[src/rtl/mem_wb_stage_if.sv]
// MEM->WB boundary bundle: MEM-stage result sources in, registered writeback state out.
// Master drives the MEM side; slave is the WB stage register.
interface mem_wb_stage_if #(
  parameter int DATA_W = 32,
  parameter int RD_W   = 5,
  parameter int CNT_W  = 32
);
  logic [1:0]        MEM_out_selector;
  logic [DATA_W-1:0] MEM_pc;
  logic [DATA_W-1:0] MEM_alu_out;
  logic [DATA_W-1:0] MEM_dmem_out;
  logic [1:0]        MEM_load_size;
  logic              MEM_load_signed;
  logic [RD_W-1:0]   MEM_rd;
  logic              MEM_rf_le;
  logic              MEM_valid;
  logic              WB_stall;
  logic              WB_flush;
  logic [DATA_W-1:0] WB_data;
  logic [RD_W-1:0]   WB_rd;
  logic              WB_rf_le;
  logic              WB_valid;
  logic [CNT_W-1:0]  WB_retire_count;
  logic              WB_misaligned;

  modport master (
    output MEM_out_selector, MEM_pc, MEM_alu_out, MEM_dmem_out, MEM_load_size,
           MEM_load_signed, MEM_rd, MEM_rf_le, MEM_valid, WB_stall, WB_flush,
    input  WB_data, WB_rd, WB_rf_le, WB_valid, WB_retire_count, WB_misaligned
  );

  modport slave (
    input  MEM_out_selector, MEM_pc, MEM_alu_out, MEM_dmem_out, MEM_load_size,
           MEM_load_signed, MEM_rd, MEM_rf_le, MEM_valid, WB_stall, WB_flush,
    output WB_data, WB_rd, WB_rf_le, WB_valid, WB_retire_count, WB_misaligned
  );
endinterface

[src/rtl/mem_wb_stage.sv]
// SPARC MEM->WB pipeline register: result select, big-endian load alignment, retire counter.
// Optional misaligned-load detection is enabled by defining MEM_WB_MISALIGN_CHECK_EN.
module mem_wb_stage #(
  parameter int DATA_W = 32,
  parameter int RD_W   = 5,
  parameter int CNT_W  = 32
) (
  input logic           clk,
  input logic           reset,
  mem_wb_stage_if.slave bus
);

  logic [7:0]        lane [4];
  logic [1:0]        offset;
  logic [7:0]        byte_sel;
  logic [15:0]       half_sel;
  logic [DATA_W-1:0] load_data;
  logic [DATA_W-1:0] result_next;
  logic              capture_le_next;

  logic [DATA_W-1:0] data_reg;
  logic [RD_W-1:0]   rd_reg;
  logic              rf_le_reg;
  logic              valid_reg;
  logic [CNT_W-1:0]  count_reg;

  assign offset = bus.MEM_alu_out[1:0];

  // Lane 0 is the most significant byte (lowest address, big-endian).
  genvar gi;
  generate
    for (gi = 0; gi < 4; gi++) begin : g_lane
      assign lane[gi] = bus.MEM_dmem_out[DATA_W-1-8*gi -: 8];
    end
  endgenerate

  always_comb begin
    byte_sel = lane[offset];
    half_sel = offset[1] ? bus.MEM_dmem_out[15:0] : bus.MEM_dmem_out[31:16];
    case (bus.MEM_load_size)
      2'b00:   load_data = {{24{bus.MEM_load_signed & byte_sel[7]}}, byte_sel};
      2'b01:   load_data = {{16{bus.MEM_load_signed & half_sel[15]}}, half_sel};
      default: load_data = bus.MEM_dmem_out;
    endcase
  end

  always_comb begin
    case (bus.MEM_out_selector)
      2'b10:   result_next = bus.MEM_alu_out;
      2'b11:   result_next = load_data;
      default: result_next = bus.MEM_pc;
    endcase
  end

`ifdef MEM_WB_MISALIGN_CHECK_EN
  logic misaligned_next;
  logic misaligned_reg;

  always_comb begin
    misaligned_next = 1'b0;
    if (bus.MEM_out_selector == 2'b11) begin
      if (bus.MEM_load_size == 2'b01)
        misaligned_next = offset[0];
      else if (bus.MEM_load_size[1])
        misaligned_next = (offset != 2'b00);
    end
  end

  assign capture_le_next = bus.MEM_rf_le & bus.MEM_valid & ~misaligned_next;

  always_ff @(posedge clk or posedge reset) begin
    if (reset)
      misaligned_reg <= 1'b0;
    else if (bus.WB_flush)
      misaligned_reg <= 1'b0;
    else if (!bus.WB_stall)
      misaligned_reg <= misaligned_next;
  end

  assign bus.WB_misaligned = misaligned_reg;
`else
  assign capture_le_next   = bus.MEM_rf_le & bus.MEM_valid;
  assign bus.WB_misaligned = 1'b0;
`endif

  // Flush only kills valid/rf_le; data and rd are don't-care and simply hold.
  always_ff @(posedge clk or posedge reset) begin
    if (reset) begin
      data_reg  <= '0;
      rd_reg    <= '0;
      rf_le_reg <= 1'b0;
      valid_reg <= 1'b0;
      count_reg <= '0;
    end else if (bus.WB_flush) begin
      rf_le_reg <= 1'b0;
      valid_reg <= 1'b0;
    end else if (!bus.WB_stall) begin
      data_reg  <= result_next;
      rd_reg    <= bus.MEM_rd;
      rf_le_reg <= capture_le_next;
      valid_reg <= bus.MEM_valid;
      if (bus.MEM_valid)
        count_reg <= count_reg + CNT_W'(1);
    end
  end

  assign bus.WB_data         = data_reg;
  assign bus.WB_rd           = rd_reg;
  assign bus.WB_rf_le        = rf_le_reg;
  assign bus.WB_valid        = valid_reg;
  assign bus.WB_retire_count = count_reg;

endmodule

[src/flat_wrapper.sv]
// flat-port wrapper written by rule: the top's interface ports become plain ports
module mem_wb_stage_flat 
#(
  parameter int DATA_W = 32,
  parameter int RD_W   = 5,
  parameter int CNT_W  = 32
)
  (clk, reset, bus_MEM_out_selector, bus_MEM_pc, bus_MEM_alu_out, bus_MEM_dmem_out, bus_MEM_load_size, bus_MEM_load_signed, bus_MEM_rd, bus_MEM_rf_le, bus_MEM_valid, bus_WB_stall, bus_WB_flush, bus_WB_data, bus_WB_rd, bus_WB_rf_le, bus_WB_valid, bus_WB_retire_count, bus_WB_misaligned);
  mem_wb_stage_if #(.DATA_W(DATA_W), .RD_W(RD_W), .CNT_W(CNT_W)) bus_i ();
  input logic clk;
  input logic reset;
  input wire logic [$bits(bus_i.MEM_out_selector)-1:0] bus_MEM_out_selector;
  input wire logic [$bits(bus_i.MEM_pc)-1:0] bus_MEM_pc;
  input wire logic [$bits(bus_i.MEM_alu_out)-1:0] bus_MEM_alu_out;
  input wire logic [$bits(bus_i.MEM_dmem_out)-1:0] bus_MEM_dmem_out;
  input wire logic [$bits(bus_i.MEM_load_size)-1:0] bus_MEM_load_size;
  input wire logic [$bits(bus_i.MEM_load_signed)-1:0] bus_MEM_load_signed;
  input wire logic [$bits(bus_i.MEM_rd)-1:0] bus_MEM_rd;
  input wire logic [$bits(bus_i.MEM_rf_le)-1:0] bus_MEM_rf_le;
  input wire logic [$bits(bus_i.MEM_valid)-1:0] bus_MEM_valid;
  input wire logic [$bits(bus_i.WB_stall)-1:0] bus_WB_stall;
  input wire logic [$bits(bus_i.WB_flush)-1:0] bus_WB_flush;
  output wire logic [$bits(bus_i.WB_data)-1:0] bus_WB_data;
  output wire logic [$bits(bus_i.WB_rd)-1:0] bus_WB_rd;
  output wire logic [$bits(bus_i.WB_rf_le)-1:0] bus_WB_rf_le;
  output wire logic [$bits(bus_i.WB_valid)-1:0] bus_WB_valid;
  output wire logic [$bits(bus_i.WB_retire_count)-1:0] bus_WB_retire_count;
  output wire logic [$bits(bus_i.WB_misaligned)-1:0] bus_WB_misaligned;
  assign bus_i.MEM_out_selector = bus_MEM_out_selector;
  assign bus_i.MEM_pc = bus_MEM_pc;
  assign bus_i.MEM_alu_out = bus_MEM_alu_out;
  assign bus_i.MEM_dmem_out = bus_MEM_dmem_out;
  assign bus_i.MEM_load_size = bus_MEM_load_size;
  assign bus_i.MEM_load_signed = bus_MEM_load_signed;
  assign bus_i.MEM_rd = bus_MEM_rd;
  assign bus_i.MEM_rf_le = bus_MEM_rf_le;
  assign bus_i.MEM_valid = bus_MEM_valid;
  assign bus_i.WB_stall = bus_WB_stall;
  assign bus_i.WB_flush = bus_WB_flush;
  assign bus_WB_data = bus_i.WB_data;
  assign bus_WB_rd = bus_i.WB_rd;
  assign bus_WB_rf_le = bus_i.WB_rf_le;
  assign bus_WB_valid = bus_i.WB_valid;
  assign bus_WB_retire_count = bus_i.WB_retire_count;
  assign bus_WB_misaligned = bus_i.WB_misaligned;
  mem_wb_stage #(.DATA_W(DATA_W), .RD_W(RD_W), .CNT_W(CNT_W)) u_core (.clk(clk), .reset(reset), .bus(bus_i));
endmodule
[config.mk]
export PLATFORM = sky130hd
export DESIGN_NAME = mem_wb_stage_flat
export DESIGN_NICKNAME = d
export VERILOG_FILES = /design/src/rtl/mem_wb_stage_if.sv /design/src/rtl/mem_wb_stage.sv /design/src/flat_wrapper.sv
export SDC_FILE = /design/constraint.sdc
export NUM_CORES = 1
export LEC_CHECK = 0
export ABC_AREA = 1
export BUFFER_PORTS_ARGS = -buffer_cell sky130_fd_sc_hd__buf_2
export CORE_MARGIN = 4
export CORE_UTILIZATION = 40
export CTS_BUF_LIST = sky130_fd_sc_hd__clkbuf_4 sky130_fd_sc_hd__clkbuf_8
export CTS_CLUSTER_SIZE = 30
export DETAILED_ROUTE_END_ITERATION = 7
export PLACE_DENSITY = 0.73
export SLEW_MARGIN = 20
export SYNTH_ARGS = -nofsm -noshare
export SYNTH_HDL_FRONTEND = slang
export SYNTH_SLANG_ARGS = --single-unit
[constraint.sdc]
create_clock -name clk -period 2.9 [get_ports clk]
set_clock_uncertainty 0.15 [all_clocks]
set_input_delay 0.725 -clock clk [delete_from_list [all_inputs] [get_ports clk]]
set_output_delay 0.725 -clock clk [all_outputs]
set_load 0.02 [all_outputs]
**Word-level counts from Yosys, hierarchy flattened**

Index checks and enable logic that the tools add are counted.

- Word-level logic and storage cells: 30
- Output and inout port bits: 72
- Bits in registers: 71
- Bits of input ports: 112

- Reductions and logical operators: 3
- Bitwise operators: 6
- Mux-type cells: 10
- Equal/unequal tests: 4
- Order comparisons: 1
- Add/subtract/negate cells: 1

Operators with widths:

| kind | count |
|---|---|
| 32-bit case mux with 2 select lines | 2 |
| 32-bit by 1-bit adder with 32-bit output (second input constant) | 1 |
| 8-bit binary-select mux with 2-bit select | 1 |
| 16-bit two-way mux | 1 |
| 8-bit two-way mux | 2 |
| 2-bit equality test (second input constant) | 2 |
| 1-bit two-way mux | 4 |
| 1-bit bitwise AND | 3 |
| 3-bit >= comparator (second input constant) | 1 |
| 2-bit inverter with 3-bit output | 1 |
| 3-bit AND reduction | 1 |
| 2-bit by 1-bit equality test with 1-bit output (second input constant) | 1 |
| 2-bit logical NOT | 1 |
| 2-bit by 1-bit inequality test with 1-bit output (second input constant) | 1 |
| 1-bit inverter | 2 |
| 2-bit AND reduction | 1 |

**Longest topological paths before layout**

Gate-level depths: netlist (run 1).

- Depth in word-level cells: 7
- Gate-level depth with buffers: 12
- Mapped depth without buffers: 11

**Worst setup path before layout (run 1)**

Ideal clock, no wire load.

- Kind: input -> register
- From: input bus_MEM_alu_out[1]
- To: register u_core.data_reg[24] (netlist: u_core.bus.WB_data[24])
- Path slack: 1.015 ns
- Cell stages on the path: 9
- Arrival: 1.657 ns
- Data required time: 2.673 ns
- Library setup time: 0.077 ns
- Cells stage by stage: buf_6 inv_2 nand2_1 nand3_1 nand4_4 nand2_4 buf_6 nand2_1 a21oi_1

- Cells in the longest elaborated chain, start to end: 7
- Elaborated cells between the ends (all ways): 9
- Classes of those cells: mux (6); bitwise (3)

Ends and longest elaborated chain:

| item | RTL line | text |
|---|---|---|
| from (decl) | flat_wrapper.sv:14 | `input wire logic [$bits(bus_i.MEM_alu_out)-1:0] bus_MEM_alu_out;` |
| 2-bit inverter with 3-bit output (not written as such) | mem_wb_stage.sv:38 | `byte_sel = lane[offset];` |
| 8-bit binary-select mux with 2-bit select | mem_wb_stage.sv:38 |  |
| 8-bit two-way mux (not written as such) (2 in series) | mem_wb_stage.sv:38 |  |
| 1-bit bitwise AND | mem_wb_stage.sv:41 | `2'b00: load_data = {{24{bus.MEM_load_signed & byte_sel[7]}}, byte_sel};` |
| 32-bit case mux with 2 select lines (*) | mem_wb_stage.sv:40 | `case (bus.MEM_load_size)` |
| 32-bit case mux with 2 select lines (*) | mem_wb_stage.sv:48 | `case (bus.MEM_out_selector)` |
| to (signal assigned) | mem_wb_stage.sv:98 | `data_reg <= result_next;` |
| to (decl) | mem_wb_stage.sv:21 | `logic [DATA_W-1:0] data_reg;` |

Every way passes the cells marked *; elsewhere a longest branch is shown, timed or not. The select of a mux whose other input is x is not followed.
A chain may end at the register's enable or synchronous reset.

**Final worst setup path (run 1)**

- From: input bus_MEM_alu_out[1]
- To: register u_core.data_reg[26] (netlist: u_core.bus.WB_data[26])

The elaborated chain is that of the path after synthesis.

==> summary.txt, run 1 <==
# fillers - 1023
Slew @ Worst Pin - 0.8031 ns
critical path class - input pin to register
hold crit path type - input pin to asynchronous set/reset pin
Worst-path clk slew - 0.08 ns
row cnt - 37
die area - 12210 um^2
area of the multi-input gates - 2152 um^2
Period minus WS final - 2.014 ns
GRT Overall Usage - 23.08%
Sum Neg Setup Slack - 0 ns
Fin Hold WS - 0.2538 ns
worst relative slew slack - 46.33%
post-route ant nets - 0
antenna violations before repair - 0
FFs w/ async S/R, synth - 100.0%
Max Buffers Root-to-Sink - 2
sequential-to-total area share from yosys stat - 42.26%
CP Data Required Time - 2.99 ns
largest net degree at the start of global routing - 49
die height - 110.5 um
#FFs+latches synth - 71
Nets - 847
syn_nets - 671
port bufs - 182
Initial Util - 40.91%
Post-synth top flop - dfrtp_1
unrepaired setup endpoints after global routing - false
I/O Pins - 184
post-synthesis average cell area - 7.534 um^2
status - finished, final reports clean
Sink Count - 71
CTS Buf Count - 9
worst setup path startpoint - bus_MEM_alu_out[1]
via count - 4539
wire per inst - 15.91 um
share of layout cells above drive strength 1 - 30.35%
R2R depth - 8
RD Place Congestion - 0.9185
count of cells resized by post-cts repair - 0
Residual DRC - 0
Synth area leader - dfrtp_1
Total Routed Length - 13.91 mm
flop2flop setup slack - 1.12 ns
hold_buf cts - 0
worst vdd ir - 0.0003529 V
Reg area - 1777 um^2
crit share post-route - 69.46%
layout overhead on the synthesized area - 30.98%
Final Hold Fails - 0
critical-path maximum fanout - 26
top cells by area, synth - dfrtp_1, nand2_1, a221oi_1, nor2_1, a21oi_1
Post-synth EDFFs - 0
Fmax achieved - 496.5 MHz
Yosys warning count - 0
Critical Path AT - 2.10 ns
Total Power - 2.974 mW
Remaining Overflow, GRT - 0
Critical Path Start Type - input pin
Clk Latency, worst-skew pair - 0.35 ns
cell count after synthesis - 558
first-pass GRT wire length - 23.25 mm
Pins Over Slew Limit - 0
Pleak - 2.801 nW
initial DRC count - 367
RR Startpoint - u_core.bus.WB_retire_count[0]
clock root buffer - clkbuf_8
DRT Pass-1 Iters - 5
vias in the first global route - 4552
Ant. Diodes - 0
Yosys top cell area share - 42.26%
postcts setup bufs - 0
CP Capture Type - register
chip width - 110.5 um
Yosys cell types - 30
post-DP HPWL - 10.77 mm
Final Setup Violations - 0
CTS tree - built
Synth Cell Area - 4204 um^2
Max Cap Viol - 0
power per cell area - 540.0 nW/um^2
DR vias/cell - 5.193
CTS HTree Levels - 3
core area - 10280 um^2
## layer usage
metal	vias up	wire length [um]	share of wire [%]	global-route usage (%)
met4	0	333	2.4	8.046
met1	2116	6141	44	31.58
met2	193	6516	47	37.22
li1	2205	-	-	-
met3	25	914	6.6	3.562
met5	-	0	0	0
## critical path, cell delays in order
cell	delay, ns
buf_2	0.35
inv_2	0.13
nand2_1	0.12
nand3_1	0.16
nand4_4	0.20
nand2_4	0.15
nand2_1	0.10
nand2_1	0.05
nand2_1	0.07
nand2_1	0.05
## sequential cells by signal (all words and copies together), names as in the netlist
register / count
u_core.bus.WB_rd: 5
u_core.bus.WB_retire_count: 32
u_core.bus.WB_data: 32
u_core.bus.WB_valid: 1
u_core.bus.WB_rf_le: 1
## placed cells by master, fill, tap and decap left out, types with 3 or more instances in the layout
cell type	instances
buf_2	182
nand2_1	160
nor2_1	71
dfrtp_1	71
a21oi_1	51
inv_1	41
a221oi_1	31
nand3_1	24
o21ai_0	16
xnor2_1	13
xor2_1	13
clkbuf_8	10
nor2_4	7
nand4_1	7
inv_2	5
a22oi_1	5
buf_4	5
nand3b_1	4
bufinv_16	4
nand2_2	3
## per-stage QoR
step	cells	utilization, %	setup WS [ns]	instance area, um^2
after floorplan	558	-	0.2284	4204
after global placement	859	50.94	0.4456	5235
after detailed placement	859	50.99	0.5473	5240
after CTS	874	53.58	0.9203	5507
after global routing	874	53.58	0.7391	5507
final	874	53.58	0.8857	5507
## kinds of logic after synthesis
logic type / share of synthesized area [%]
AOI/OAI and AO/OA: 15.74
xor gates and xnor gates: 5.417
adders and majority gates: 0.2976
buffers and inverters: 6.726
DFF: 42.26
other: 0.08920
and+or+nand+nor: 29.46
## final timing paths
| check | to |
|---|---|
| worst max register to register | u_core.bus.WB_retire_count[22] |
| worst min-delay path | u_core.bus.WB_retire_count[21] |
| worst max-delay path | u_core.bus.WB_data[26] |
| min in group clk | u_core.bus.WB_rd[3] |
| max in group asynchronous | u_core.bus.WB_data[13] |
| worst min register to register | u_core.bus.WB_rd[3] |
## cell usage after synthesis, types with 7 or more instances
master,number
a221oi_1,31
xor2_1,13
nand4_1,7
inv_1,42
clkbuf_1,16
o21ai_0,16
nand2_1,160
nor2_1,72
nand3_1,24
a21oi_1,51
dfrtp_1,71
xnor2_1,13
## power by group
group | total (mW) | internal [mW] | leakage [nW] | switching (mW)
clock network | 1.07 | 0.681 | 0.133 | 0.390
logic | 0.707 | 0.251 | 1.79 | 0.455
registers | 1.20 | 1.10 | 0.874 | 0.0918
total | 2.97 | 2.04 | 2.80 | 0.937
## final cells by class
type                            instances  share of cell area, %
Tap cell                              136                  3.090
Sequential cell                        71                  32.27
Inverter                               46                  3.136
Multi-Input combinational cell        418                  39.08
Timing Repair Buffer                  188                  17.59
Clock inverter                          5                  2.340
Clock buffer                           10                  2.499
(Power assumes the default switching activity.)
==> inputs of run 2 (changes only) <==
PLACE_DENSITY = 0.76   (was 0.73)
clock period = 1.7 ns   (was 2.9 ns; I/O delays follow)
==> summary.txt, run 2 (synthesized netlist as in run 1, its figures left out) <==
largest net degree at the start of global routing - 37 (-24%)
via count - 4742 (+4.5%)
die area - 12210 um^2 (unchanged)
flop2flop setup slack - 0.11 ns (-1.01 ns)
final worst setup slack - 0.02855 ns (-0.8572 ns)
Sum Neg Setup Slack - 0 ns (unchanged)
wire length on met2 - 6.864 mm (+5.3%)
crit share post-route - 98.32%
Pins Over Slew Limit - 0 (unchanged)
DR vias/cell - 5.138 (-1.1%)
core area - 10280 um^2 (unchanged)
P_int - 3.122 mW (+53%)
Logic pwr share - 27.8% (+4.0 points)
Sink Count - 71 (unchanged)
most frequent cells in the layout - buf_2, nand2_1, dfrtp_1, nor2_1, a21oi_1
Fmax achieved - 598.3 MHz
unrepaired setup endpoints after global routing - true
die height - 110.5 um (unchanged)
Max Buffers Root-to-Sink - 2 (unchanged)
GRT Overall Usage - 24.06% (+0.98 points)
Finished Cell Area - 5921 um^2 (+7.5%)
M1 wire length - 6.461 mm (+5.2%)
# fillers - 995 (-2.7%)
Switch Pwr - 1.648 mW (+76%)
Period minus WS final - 1.671 ns
hold crit path type - input pin to register
worst hold path endpoint - u_core.bus.WB_rd[4]
Max stage delay on crit path - 0.42 ns (+0.07 ns)
Max stage delay cell, worst path - dfrtp_1
Nets - 894 (+5.5%)
Final Hold Fails - 0 (unchanged)
row cnt - 37 (unchanged)
Sequential Power Share - 43.0% (+2.8 points)
Residual DRC - 0 (unchanged)
layout overhead on the synthesized area - 40.83%
RD Place Congestion - 0.9591 (+4.4%)
CTS tree - built
Clock power frac - 29.2% (-6.8 points)
Critical Path Start Type - register
Remaining Overflow, GRT - 0 (unchanged)
Crit path max-delay family - flip-flops
Clk Latency, worst-skew pair - 0.36 ns (about the same)
initial DRC count - 366 (-0.27%)
I/O Pins - 184 (unchanged)
vias in the first global route - 4676 (+2.7%)
top sig layer - met4
critical path class - register to output pin
placed instance area - 5590 um^2 (+6.7%)
CTS Buf Count - 9 (unchanged)
first-pass GRT wire length - 24.03 mm (+3.4%)
CP Data Required Time - 1.12 ns (-1.87 ns)
post-place setup slack - -0.09057 ns (-0.6378 ns)
wire per inst - 15.91 um (about the same)
critical-path maximum fanout - 4 (-85%)
Critical Path AT - 1.10 ns (-1.00 ns)
chip width - 110.5 um (unchanged)
hold path depth - 3
Total Power - 4.771 mW (+60%)
commonest non-fill, non-tap cell in the layout - buf_2
Worst-path clk slew - 0.08 ns (about the same)
port bufs - 182 (unchanged)
worst path buffer plus inverter count - 2 (unchanged)
R2R depth - 8 (unchanged)
post-route ant nets - 0 (unchanged)
share of layout cells above drive strength 1 - 36.51% (+6.2 points)
hold wc startpoint - bus_MEM_rd[4]
Max Cap Viol - 0 (unchanged)
power per cell area - 805.8 nW/um^2 (+49%)
DRT Pass-1 Iters - 5 (unchanged)
RR Startpoint - u_core.bus.WB_retire_count[0]
Final Setup Violations - 0 (unchanged)
CP cell instances - buf_4, buf_2
worst vdd ir - 0.0005511 V (+56%)
post-DP HPWL - 11.69 mm (+8.5%)
Total Routed Length - 14.69 mm (+5.6%)
Initial Util - 40.91% (unchanged)
status - finished, final reports clean
antenna violations before repair - 1 (+1)
Net Sw Frac - 34.55% (+3.0 points)
clock root buffer - clkbuf_8
CP Capture Type - output pin
Critical R2R Capture - u_core.bus.WB_retire_count[24]
CTS HTree Levels - 3 (unchanged)
Fin Hold WS - 0.1134 ns (-0.1404 ns)
Pleak - 3.052 nW (+9.0%)
routed wl met3 - 872 um (-4.6%)
-- run 2: cell count changes in the layout (fill, tap and decap cells not counted), sizes merged --
cell and delta:
buf +46, bufinv -3, clkinv +3, clkinvlp +3
diode +1, dlygate4sd3 +1, inv -2
-- run 2: cell type report --
cell class / count / area (um^2) / share of cell area [%]
sequential: 71 / 1782 / 30.09
clock buffer: 10 / 137.6 / 2.325
inverter: 46 / 176.4 / 2.980
multi-input combinational: 418 / 2218 / 37.47
antenna: 1 / 2.502 / 0.04227
tap: 136 / 170.2 / 2.874
clock inverter: 6 / 60.06 / 1.014
timing repair buffer: 235 / 1374 / 23.20
-- run 2: repair_timing --
item / in CTS / in global routing
setup buffers: 0 / 6
endpoints found under the setup margin: 0 / 17
hold buffers: 1 / 0
resized for setup: 0 / 22
endpoints found under the hold margin: 12 / 0
-- run 2: power by group through the flow --
stage | sequential (mW) | combinational, mW | clock (mW)
final | 2.05 | 1.33 | 1.39
after CTS | 2.05 | 1.27 | 1.43
after detailed placement | 2.08 | 1.26 | 0
after global placement | 2.07 | 1.24 | 0
after floorplan | 2.30 | 0.466 | 0
after global routing | 2.08 | 1.46 | 1.51
-- run 2: per-stage QoR --
step / util (%) / instances
6_report: 57.61 / 923
5_1_grt: 57.61 / 923
4_1_cts: 56.42 / 916
3_5_place_dp: 54.39 / 899
3_3_place_gp: 54.39 / 899
2_1_floorplan: - / 558
-- run 2: worst max path at each step --
stage	start	endpoint	slack, ns	cells after the start
after global placement	bus_WB_flush	u_core.bus.WB_data[5]	-0.04	7
after global routing	u_core.bus.WB_retire_count[0]	u_core.bus.WB_retire_count[24]	-0.04	8
final	u_core.bus.WB_retire_count[22]	bus_WB_retire_count[22]	0.03	2
after detailed placement	bus_WB_flush	u_core.bus.WB_data[5]	-0.09	7
after floorplan	u_core.bus.WB_retire_count[1]	u_core.bus.WB_retire_count[22]	0.007	8
after CTS	u_core.bus.WB_retire_count[18]	u_core.bus.WB_retire_count[24]	0.006	6
-- run 2: worst register-to-register path, stage by stage (launching register included) --
cell,delay [ns]
dfrtp_2,0.39
ha_2,0.21
nand3_2,0.10
nor2_4,0.15
nand2_4,0.09
nor2_4,0.14
nand2_1,0.08
xor2_1,0.13
inv_1,0.05
-- run 2: layer usage --
metal | global-route usage (%) | vias up
met3 | 3.836 | 38
met1 | 32.28 | 2223
met5 | 0 | -
met4 | 11.00 | 0
met2 | 38.15 | 189
li1 | - | 2292
==> inputs of run 3 (changes only) <==
CELL_PAD_IN_SITES_DETAIL_PLACEMENT = 1   (was unset)
CELL_PAD_IN_SITES_GLOBAL_PLACEMENT = 1   (was unset)
CORE_UTILIZATION = 31   (was 40)
PLACE_DENSITY = 0.83   (was 0.76)
==> summary.txt, run 3 (synthesized netlist as in run 1, its figures left out) <==
crit share post-route - 97.62% (-0.70 points)
DR vias/cell - 5.047 (-1.8%)
Net Sw Frac - 35.43% (+0.87 points)
Nets - 894 (unchanged)
Max Buffers Root-to-Sink - 2 (unchanged)
GRT Overall Usage - 21.82% (-2.2 points)
Worst-path clk slew - 0.08 ns (about the same)
Max stage delay cell, worst path - dfrtp_1
Total Routed Length - 17.39 mm (+18%)
Switch Pwr - 1.653 mW (+0.28%)
P_int - 3.013 mW (-3.5%)
vias in the first global route - 5188 (+11%)
Pleak - 3.040 nW (-0.40%)
Crit path max-delay family - flip-flops
Max stage delay on crit path - 0.43 ns (about the same)
commonest non-fill, non-tap cell in the layout - buf_2
Remaining Overflow, GRT - 0 (unchanged)
Final Setup Violations - 0 (unchanged)
post-route ant nets - 0 (unchanged)
Slew @ Worst Pin - 0.7835 ns
most frequent cells in the layout - buf_2, nand2_1, dfrtp_1, nor2_1, a21oi_1
via count - 4855 (+2.4%)
antenna violations before repair - 0 (-1)
port bufs - 182 (unchanged)
wire per inst - 18.08 um (+14%)
post-DP HPWL - 13.83 mm (+18%)
status - finished, final reports clean
Sink Count - 71 (unchanged)
CP cell instances - buf_4, buf_2
worst vdd ir - 0.0004539 V (-18%)
Clock power frac - 27.2% (-2.0 points)
CTS Buf Count - 9 (unchanged)
I/O Pins - 184 (unchanged)
worst relative slew slack - 47.71%
Clk Latency, worst-skew pair - 0.35 ns (about the same)
Fin Hold WS - 0.1281 ns (+0.01473 ns)
Total Power - 4.666 mW (-2.2%)
CP Data Required Time - 1.12 ns (about the same)
layout overhead on the synthesized area - 41.85%
Ant. Diodes - 0 (-1)
critical-path maximum fanout - 4 (unchanged)
row cnt - 42 (+14%)
CTS tree - built
critical path class - register to output pin
RD Place Congestion - 0.8885 (-7.4%)
Logic pwr share - 28.6% (+0.8 points)
Pins Over Slew Limit - 0 (unchanged)
chip width - 124.5 um (+13%)
Critical Path AT - 1.08 ns (-0.02 ns)
Critical Path Start Type - register
largest net degree at the start of global routing - 37 (unchanged)
DRT Pass-1 Iters - 4 (-1)
power per cell area - 782.5 nW/um^2 (-2.9%)
core area - 13240 um^2 (+29%)
unrepaired setup endpoints after global routing - true
Final Hold Fails - 0 (unchanged)
Sum Neg Setup Slack - 0 ns (unchanged)
worst path buffer plus inverter count - 2 (unchanged)
Max Cap Viol - 0 (unchanged)
Initial Util - 31.75% (-9.2 points)
initial DRC count - 154 (-58%)
Period minus WS final - 1.659 ns (-0.01198 ns)
Residual DRC - 0 (unchanged)
# fillers - 1731 (+74%)
post-place setup slack - -0.1956 ns (-0.1051 ns)
die area - 15490 um^2 (+27%)
CP Capture Type - output pin
CTS HTree Levels - 3 (unchanged)
die height - 124.5 um (+13%)
clock root buffer - clkbuf_8
final worst setup slack - 0.04052 ns (+0.01198 ns)
share of layout cells above drive strength 1 - 37.15% (+0.64 points)
Fmax achieved - 602.6 MHz (+0.72%)
hold crit path type - input pin to register
Sequential Power Share - 44.2% (+1.2 points)
first-pass GRT wire length - 27.79 mm (+16%)
## run 3: cell types whose count changed in the layout (fill, tap and decap cells not counted), moves of 2 or more
cell,previous run,this run
dfrtp_1,67,63
nand2_2,1,3
clkbuf_4,0,3
nand2_1,160,158
clkinv_2,3,1
dfrtp_2,4,8
## run 3: what timing repair did
action,4_1_cts,5_1_grt
hold endpoints to repair,16,0
setup endpoints to repair,5,14
hold buffers,1,0
pin swaps,0,2
buffers inserted,0,4
gates resized for setup,2,24
## run 3: worst register-to-register path, cell delays in order, from the launching register on
cell	delay, ns
dfrtp_1	0.45
nand2_1	0.16
nor2_2	0.22
inv_1	0.12
nor2_1	0.22
nand2_1	0.10
xnor2_1	0.14
## run 3: worst paths after layout
| kind | cells past startpoint | to | slack [ns] | startpoint |
|---|---|---|---|---|
| max reg2reg | 6 | u_core.bus.WB_retire_count[13] | 0.06 | u_core.bus.WB_retire_count[8] |
| min reg2reg | 2 | u_core.bus.WB_rd[1] | 0.33 | u_core.bus.WB_rd[1] |
| max | 2 | bus_WB_retire_count[10] | 0.04 | u_core.bus.WB_retire_count[10] |
| min in group asynchronous | 3 | u_core.bus.WB_data[10] | 0.51 | reset |
| max in group asynchronous | 4 | u_core.bus.WB_data[30] | 0.39 | reset |
| min | 3 | u_core.bus.WB_rd[1] | 0.13 | bus_MEM_rd[1] |
## run 3: per-stage QoR
stage	utilization (%)	instances	cell area, um^2
5_1_grt	45.03	962	5963
6_report	45.03	962	5963
4_1_cts	44.27	958	5863
2_1_floorplan	-	558	4209
3_5_place_dp	42.80	941	5668
3_3_place_gp	42.80	941	5668
## run 3: cell type report
type                            count  area (um^2)  share of cell area [%]
Sequential cell                    71         1787                   29.96
Multi-Input combinational cell    418         2213                   37.12
Clock buffer                       13        160.2                   2.686
Timing Repair Buffer              235         1386                   23.25
Inverter                           46        176.4                   2.958
Tap cell                          176        220.2                   3.693
Clock inverter                      3        20.02                  0.3357
## run 3: per-layer routing
layer  wire length, um  up-vias  part of all wire (%)  track usage [%]
met4               306        0                   1.8            6.576
met5                 0        -                     0                0
met2              8774      144                    50            37.63
met3               752       26                   4.3            3.130
met1              7558     2395                    43            28.33
li1                  -     2290                     -                -
## run 3: power groups by stage
stage	Sequential (mW)	Clock [mW]	Combinational, mW
floorplan	2.30	0	0.466
global placement	2.07	0	1.27
finish	2.06	1.27	1.33
CTS	2.06	1.31	1.32
detailed placement	2.09	0	1.32
global route	2.09	1.38	1.47
